### config.mk
export PLATFORM = sky130hd
export DESIGN_NAME = ddr_cmd_scheduler
export DESIGN_NICKNAME = d
export VERILOG_FILES = /design/src/rtl/ddr_cmd_scheduler.sv
export SDC_FILE = /design/constraint.sdc
export NUM_CORES = 1
export LEC_CHECK = 0
export ABC_AREA = 1
export ABC_CLOCK_PERIOD_IN_PS = 4900
export CAP_MARGIN = 20
export CORE_AREA = 2 2 196 198
export CTS_BUF_LIST = sky130_fd_sc_hd__clkbuf_16
export CTS_CLUSTER_SIZE = 8
export DETAILED_ROUTE_END_ITERATION = 16
export DIE_AREA = 0 0 198 200
export DONT_BUFFER_PORTS = 1
export PLACE_DENSITY = 0.75
export RECOVER_POWER = 100
export SLEW_MARGIN = 20
export SYNTH_ARGS = -nofsm -noshare
export SYNTH_HDL_FRONTEND = slang
export SYNTH_SLANG_ARGS = --single-unit
export TNS_END_PERCENT = 50
### constraint.sdc
create_clock -name clk -period 4.9 [get_ports clk]
set_input_delay 0.735 -clock clk [delete_from_list [all_inputs] [get_ports clk]]
set_output_delay 0.735 -clock clk [all_outputs]
set_load 0.005 [all_outputs]
### src/rtl/ddr_cmd_scheduler.sv
`timescale 1ns/1ps
`default_nettype none
// ============================================================================
// Module  : ddr_cmd_scheduler
// Purpose : Open-page DDR4 command scheduler (ACT/RD/WR/PRE/PREA/REF) with
//           per-bank open-row tracking and TRCD/TRP/TRFC spacing.
// Revision: 1.0 - initial release
// ============================================================================
module ddr_cmd_scheduler #(
    parameter int BGWIDTH   = 2,
    parameter int BAWIDTH   = 2,
    parameter int ADDRWIDTH = 17,
    parameter int COLWIDTH  = 10,
    parameter int TRCD      = 4,
    parameter int TRP       = 4,
    parameter int TRFC      = 8
) (
    input  logic                 clk,
    input  logic                 reset_n,
    input  logic                 req_valid,
    output logic                 req_ready,
    input  logic                 req_wr,
    input  logic [BGWIDTH-1:0]   req_bg,
    input  logic [BAWIDTH-1:0]   req_ba,
    input  logic [ADDRWIDTH-1:0] req_row,
    input  logic [COLWIDTH-1:0]  req_col,
    output logic                 done,
    input  logic                 ref_req,
    output logic                 ref_ack,
    output logic                 cs_n,
    output logic                 act_n,
    output logic                 cke,
    output logic [ADDRWIDTH-1:0] A,
    output logic [BGWIDTH-1:0]   bg,
    output logic [BAWIDTH-1:0]   ba
);
    localparam int c_BKW   = BGWIDTH + BAWIDTH;
    localparam int c_NBANK = 1 << c_BKW;
    localparam int c_TMAX  = (TRFC > TRP) ? ((TRFC > TRCD) ? TRFC : TRCD)
                                          : ((TRP > TRCD) ? TRP : TRCD);
    localparam int c_CNTW  = (c_TMAX < 1) ? 1 : $clog2(c_TMAX + 1);
    // A wait state lasts T-1 cycles; the command state itself is the first one
    localparam logic [c_CNTW-1:0] c_RCD_LD = c_CNTW'((TRCD > 1) ? TRCD - 2 : 0);
    localparam logic [c_CNTW-1:0] c_RP_LD  = c_CNTW'((TRP  > 1) ? TRP  - 2 : 0);
    localparam logic [c_CNTW-1:0] c_RFC_LD = c_CNTW'((TRFC > 1) ? TRFC - 2 : 0);

    typedef enum logic [3:0] {
        S_IDLE = 4'd0, S_PRE = 4'd1, S_WAIT_RP = 4'd2, S_ACT = 4'd3, S_WAIT_RCD = 4'd4,
        S_RW = 4'd5, S_PREA = 4'd6, S_WAIT_RPA = 4'd7, S_REF = 4'd8, S_WAIT_RFC = 4'd9
    } state_t;

    typedef enum logic [2:0] {
        C_DES = 3'd0, C_ACT = 3'd1, C_RW = 3'd2, C_PRE = 3'd3, C_PREA = 3'd4, C_REF = 3'd5
    } cmd_t;

    state_t               r_state, w_state_nxt;
    cmd_t                 w_cmd;
    logic [c_CNTW-1:0]    r_cnt, w_cnt_nxt;
    logic                 w_ack_nxt, w_accept, w_hit;
    logic [c_BKW-1:0]     r_bank, w_bank;
    logic [ADDRWIDTH-1:0] r_row, w_row;
    logic [COLWIDTH-1:0]  r_col, w_col;
    logic                 r_wr, w_wr;
    logic [c_NBANK-1:0]   r_open;
    logic [ADDRWIDTH-1:0] r_open_row [c_NBANK];
    logic                 r_done, r_ref_ack, r_cs_n, r_act_n, r_cke;
    logic [ADDRWIDTH-1:0] r_a;
    logic [BGWIDTH-1:0]   r_bg;
    logic [BAWIDTH-1:0]   r_ba;

    // In IDLE the live request is the target; afterwards the latched copy
    assign w_bank = (r_state == S_IDLE) ? {req_bg, req_ba} : r_bank;
    assign w_row  = (r_state == S_IDLE) ? req_row : r_row;
    assign w_col  = (r_state == S_IDLE) ? req_col : r_col;
    assign w_wr   = (r_state == S_IDLE) ? req_wr  : r_wr;
    assign w_hit  = r_open[w_bank] && (r_open_row[w_bank] == w_row);

    assign req_ready = (r_state == S_IDLE) && r_cke && !ref_req;

    function automatic logic [ADDRWIDTH-1:0] f_cmd_a(input logic ras, input logic cas,
                                                     input logic we, input logic a10,
                                                     input logic [COLWIDTH-1:0] col);
        logic [ADDRWIDTH-1:0] v;
        v                 = '0;
        v[COLWIDTH-1:0]   = col;
        v[10]             = a10;
        v[16]             = ras;
        v[15]             = cas;
        v[14]             = we;
        return v;
    endfunction

    always_comb begin
        w_state_nxt = r_state;
        w_cnt_nxt   = r_cnt;
        w_cmd       = C_DES;
        w_ack_nxt   = 1'b0;
        w_accept    = 1'b0;
        case (r_state)
            S_IDLE: begin
                if (r_cke && ref_req) begin
                    w_state_nxt = S_PREA;
                    w_cmd       = C_PREA;
                end else if (req_valid && req_ready) begin
                    w_accept = 1'b1;
                    if (w_hit) begin
                        w_state_nxt = S_RW;
                        w_cmd       = C_RW;
                    end else if (r_open[w_bank]) begin
                        w_state_nxt = S_PRE;
                        w_cmd       = C_PRE;
                    end else begin
                        w_state_nxt = S_ACT;
                        w_cmd       = C_ACT;
                    end
                end
            end
            S_PRE, S_WAIT_RP: begin
                if ((r_state == S_PRE && TRP <= 1) || (r_state == S_WAIT_RP && r_cnt == '0)) begin
                    w_state_nxt = S_ACT;
                    w_cmd       = C_ACT;
                end else if (r_state == S_PRE) begin
                    w_state_nxt = S_WAIT_RP;
                    w_cnt_nxt   = c_RP_LD;
                end else begin
                    w_cnt_nxt = r_cnt - c_CNTW'(1);
                end
            end
            S_ACT, S_WAIT_RCD: begin
                if ((r_state == S_ACT && TRCD <= 1) || (r_state == S_WAIT_RCD && r_cnt == '0)) begin
                    w_state_nxt = S_RW;
                    w_cmd       = C_RW;
                end else if (r_state == S_ACT) begin
                    w_state_nxt = S_WAIT_RCD;
                    w_cnt_nxt   = c_RCD_LD;
                end else begin
                    w_cnt_nxt = r_cnt - c_CNTW'(1);
                end
            end
            S_RW: w_state_nxt = S_IDLE;
            S_PREA, S_WAIT_RPA: begin
                if ((r_state == S_PREA && TRP <= 1) || (r_state == S_WAIT_RPA && r_cnt == '0)) begin
                    w_state_nxt = S_REF;
                    w_cmd       = C_REF;
                end else if (r_state == S_PREA) begin
                    w_state_nxt = S_WAIT_RPA;
                    w_cnt_nxt   = c_RP_LD;
                end else begin
                    w_cnt_nxt = r_cnt - c_CNTW'(1);
                end
            end
            S_REF: begin
                w_state_nxt = S_WAIT_RFC;
                if (TRFC <= 1) w_ack_nxt = 1'b1;
                else           w_cnt_nxt = c_RFC_LD;
            end
            S_WAIT_RFC: begin
                // ack is held for its cycle inside WAIT_RFC so IDLE never sees a stale ref_req
                if (r_ref_ack)           w_state_nxt = S_IDLE;
                else if (r_cnt == '0)    w_ack_nxt   = 1'b1;
                else                     w_cnt_nxt   = r_cnt - c_CNTW'(1);
            end
            default: w_state_nxt = S_IDLE;
        endcase
    end

    always_ff @(posedge clk or negedge reset_n) begin
        if (!reset_n) begin
            r_state   <= S_IDLE;
            r_cnt     <= '0;
            r_open    <= '0;
            for (int i = 0; i < c_NBANK; i++) r_open_row[i] <= '0;
            r_bank    <= '0;
            r_row     <= '0;
            r_col     <= '0;
            r_wr      <= 1'b0;
            r_done    <= 1'b0;
            r_ref_ack <= 1'b0;
            r_cke     <= 1'b0;
            r_cs_n    <= 1'b1;
            r_act_n   <= 1'b1;
            r_a       <= '0;
            r_bg      <= '0;
            r_ba      <= '0;
        end else begin
            r_state   <= w_state_nxt;
            r_cnt     <= w_cnt_nxt;
            r_cke     <= 1'b1;
            r_ref_ack <= w_ack_nxt;
            r_done    <= (w_cmd == C_RW);
            if (w_accept) begin
                r_bank <= w_bank;
                r_row  <= w_row;
                r_col  <= w_col;
                r_wr   <= w_wr;
            end
            r_cs_n  <= (w_cmd == C_DES);
            r_act_n <= (w_cmd != C_ACT);
            r_a     <= '0;
            r_bg    <= '0;
            r_ba    <= '0;
            case (w_cmd)
                C_ACT: begin
                    r_a                <= w_row;
                    {r_bg, r_ba}       <= w_bank;
                    r_open[w_bank]     <= 1'b1;
                    r_open_row[w_bank] <= w_row;
                end
                C_RW: begin
                    r_a          <= f_cmd_a(1'b1, 1'b0, !w_wr, 1'b0, w_col);
                    {r_bg, r_ba} <= w_bank;
                end
                C_PRE: begin
                    r_a            <= f_cmd_a(1'b0, 1'b1, 1'b0, 1'b0, '0);
                    {r_bg, r_ba}   <= w_bank;
                    r_open[w_bank] <= 1'b0;
                end
                C_PREA: begin
                    r_a    <= f_cmd_a(1'b0, 1'b1, 1'b0, 1'b1, '0);
                    r_open <= '0;
                end
                C_REF:   r_a <= f_cmd_a(1'b0, 1'b0, 1'b1, 1'b0, '0);
                default: r_a <= '0;
            endcase
        end
    end

    assign done    = r_done;
    assign ref_ack = r_ref_ack;
    assign cs_n    = r_cs_n;
    assign act_n   = r_act_n;
    assign cke     = r_cke;
    assign A       = r_a;
    assign bg      = r_bg;
    assign ba      = r_ba;

endmodule
`default_nettype wire

==> summary.md <==
| Metric | Value |
|---|---|
| DR DRC count | `0` |
| P&R area growth vs syn | `11.3%` |
| Io pins | `63` |
| CP top delay family | `simple AND/OR/NAND/NOR gates` |
| Startpoint types | `flip-flop` |
| Status | `finished, violations left` |
| Chip width | `slightly below 200 um` |
| N_diodes | `0` |
| RSZ-0062 raised after global routing | `yes` |
| Initial antenna violation count | `0` |
| CTS buffer count | `50` |
| Setup crit start | `r_state[1]$_DFFE_PN0P_` |
| Placed cell area | `around 19000 um^2` |
| Distinct cell type count after synthesis | `36` |
| Required @ worst endpoint | `roughly 5.3 ns` |
| First-pass GRT wire length | `around 84000 um` |
| Worst R2R Path Depth | `25` |
| Worst Path Arrival | `just over 5 ns` |
| Failing checks | `hold timing, capacitance limit, slew limit` |
| Flops & latches, synth | `approximately 350` |
| Post-synthesis cell count | `~2.5k` |
| DR pass1 iterations | `6` |
| Post-Layout Cell Count | `approximately 3.1k` |
| Largest area contributor in the netlist | `dfrtp_1` |
| Fmax | `about 220 MHz` |
| Initial cell density of the core | `0.484` |
| Routed wire length per instance | `17.0 um` |
| Synth Flop Type | `dfrtp_1` |
| Syn_area_per_cell | `roughly 7.1 um^2` |
| H-tree levels | `2` |
| CTS clk-pin slew, worst paths | `0.06 ns` |
| Final hold slack | `-0.134 ns` |
| Post-route design area | `20200 um^2` |
| Core area | `37400 um^2` |
| MaxCap Viol Count | `1` |
| CP Depth | `25` |
| Most used cell, CP | `nand2_1` |
| Layout cells sized above 1 | `0.0636` |
| Pin count of the biggest net entering global routing | `~360` |
| Kind of critical path | `flip-flop to flip-flop` |
| Ys Warns | `0` |
| Slew margin rel. | `-0.620` |
| Synth top area share | `0.486` |
| Post-layout min period | `4.64 ns` |
| Max Root-Sink Buffers | `3` |
| Pleak | `0.0108 uW` |
| Die footprint | `between 30000 and 40000 um^2` |
| HP Class | `input port to async pin` |
| Setup Viol. Count Final | `0` |
| Row count | `slightly above 70` |
| Filler cells | `3487` |
| Via count | `~17k` |
| Ys async rst share | `1.00` |
| Peak supply drop | `about 0.4 mV` |
| Worst-Skew Late Latency | `0.57 ns` |
| Tcrit/Tclk final | `0.946` |
| Reg-to-reg critical path startpoint | `r_state[1]$_DFFE_PN0P_` |
| Die height | `about 200 um` |
| CTS tree | `built` |
| Initial DRC count | `about 1.7k` |
| Root buffer cell | `clkbuf_16` |
| Antenna-violating nets left | `0` |
| Worst setup EP type | `flip-flop` |
| RR Endpoint | `r_open_row[228]$_DFFE_PN0P_` |
| Number of synthesized flops with an enable pin | `0` |
| Total wire length | `about 52000 um` |
| Syn Nets | `roughly 2.6k` |
| Pwr Density | `a little over 700 nW/um^2` |
| Vias/cell | `~5.4` |
| Sequential share of the synthesized area | `0.489` |
| Synth area leaders | `dfrtp_1 49%, nand2_1 24%, o21ai_0 8.7%` |
| Mapped Area | `18100 um^2` |
| Final count of hold timing violations | `83` |
| Worst Path Buf+Inv | `3` |
| Placed cell count | `between 2k and 3k` |
| CP Capture Point | `r_open_row[228]$_DFFE_PN0P_` |
| Final Skew | `0.0205 ns` |
| IO buf count | `0` |
| Final HPWL DP | `34000 um` |
| Grt total ovfl | `0` |
| Number of global-route vias before repair | `16.0k` |
| Worst R2R Setup Slack | `roughly 0.26 ns` |
| Slowest stage cell, crit path | `dfrtp_1` |
| # clock sinks | `approximately 350` |
| Final Slew Violations | `between 60 and 70` |
| Nets | `2560` |
| Slowest cell delay on critical path | `0.44 ns` |
| Slew @ Worst Pin | `about 2.4 ns` |
| Global-route usage over all layers | `0.266` |
| Final GP Congestion | `0.874` |
| Largest fanout on the critical path | `33` |
==> routing by layer <==
| layer | track usage | part of all wire | vias up |
|---|---|---|---|
| met4 | 0.122 | 0.039 | 0 |
| met1 | 0.348 | 0.42 | 7847 |
| met2 | 0.438 | 0.47 | 698 |
| li1 | - | - | 7808 |
| met5 | 0 | 0 | - |
| met3 | 0.0391 | 0.073 | 151 |
==> cells in the final DEF (no fill, tap or decap), drive strengths merged, types with 2 or more instances in the layout <==
cell,instances
clkinv,2
nand3,57
o211ai,2
nor3,2
a21oi,11
o21ai,397
a31oi,3
inv,311
clkbuf,52
buf,70
o22ai,10
nor2,89
dfstp,2
nand2,1144
mux2i,12
dfrtp,352
nand4,18
nor4,4
==> worst reg2reg max path, stage by stage (launching register included) <==
cell and delay, ns:
dfrtp_1 0.44, nor2_4 0.21, nand2_2 0.29, nand2_1 0.30, nand2_8 0.24, buf_4 0.29, nand2_1 0.07, o21ai_0 0.09
nand2_1 0.07, nand2_1 0.06, nand2_1 0.07, nand2_1 0.08, nor2_2 0.32, nand2_1 0.10, nor2_1 0.15, nand3_1 0.10
nor2_1 0.14, nand2_1 0.12, nand2_1 0.09, nand2_2 0.07, nand2_4 0.27, buf_4 0.31, nor2_1 0.14, buf_4 0.28
nand2_1 0.10, o21ai_0 0.08
==> per-stage QoR <==
stage / total power [uW] / util / worst slack, ns / TNS, ns
6_report: 14300 / 0.539 / 0.263 / 0
5_1_grt: 15300 / 0.539 / -0.0603 / -0.655
4_1_cts: 14200 / 0.538 / 0.0961 / 0
3_5_place_dp: 11000 / 0.501 / 0.157 / 0
3_3_place_gp: 10900 / 0.500 / 0.112 / 0
2_1_floorplan: 8710 / - / 1.76 / 0
==> cells by family (layout without fill, tap and decap cells) <==
| logic type | Yosys count | after routing | synth area share |
|---|---|---|---|
| other cells | 1 | 1 | 0.000207 |
| simple gates | 1315 | 1315 | 0.284 |
| flops | 354 | 354 | 0.489 |
| xor+xnor | 1 | 1 | 0.000484 |
| mux | 12 | 12 | 0.00663 |
| fa+ha+maj | 1 | 1 | 0.000691 |
| buf+inv | 437 | 436 | 0.0992 |
| compound gates | 426 | 426 | 0.120 |
==> what timing repair did <==
action,4_1_cts,5_1_grt
setup endpoints to repair,0,154
setup buffers,0,0
gates resized for setup,0,6
hold endpoints to repair,352,352
==> cells in the mapped netlist, types with 2 or more instances <==
cell type,instances
o21ai_1,79
a21oi_1,11
inv_2,5
o22ai_1,10
nor4_1,4
nor2_4,2
buf_6,3
a31oi_1,3
clkbuf_1,61
o21ai_2,3
nand2_4,3
inv_1,284
buf_4,13
nor2_1,81
dfstp_2,2
buf_2,68
o21ai_0,315
o211ai_1,2
dfrtp_1,352
buf_1,2
mux2i_1,12
nor2_2,6
nand2_1,1140
nor3_1,2
nand4_1,18
nand3_1,56
==> final cells by class <==
type	count	area [um^2]	area share
Clock inverter	24	115	0.00571
Sequential cell	354	8860	0.440
Inverter	290	1090	0.0541
Timing Repair Buffer	71	621	0.0308
Clock buffer	51	1280	0.0633
Multi-Input combinational cell	1756	7550	0.375
Tap cell	511	639	0.0317
==> power breakdown <==
part           total, uW  switching [uW]  internal [uW]
Sequential          4270             398           3870
Combinational       6910            4940           1970
Clock               3120            1270           1840
==> registers in the layout (all words and copies together), names as in the netlist <==
name        cells
cs_n            1
r_open         16
cke             1
bg              2
r_row          17
act_n           1
done            1
ref_ack         1
r_open_row    272
r_col          10
r_wr            1
r_cnt           4
r_bank          4
r_state         4
A              17
ba              2
==> worst min-delay path by stage <==
stage                     slack [ns]              endpoint    start
after global placement          0.45  r_col[6]$_DFFE_PN0P_  reset_n
after global routing           -0.15  r_col[4]$_DFFE_PN0P_  reset_n
after CTS                      -0.15        A[8]$_DFF_PN0_  reset_n
after detailed placement        0.45  r_col[4]$_DFFE_PN0P_  reset_n
final                          -0.13        A[7]$_DFF_PN0_  reset_n
after floorplan                 0.44        A[0]$_DFF_PN0_  reset_n
Note: power is estimated with default switching activity, not from simulation.
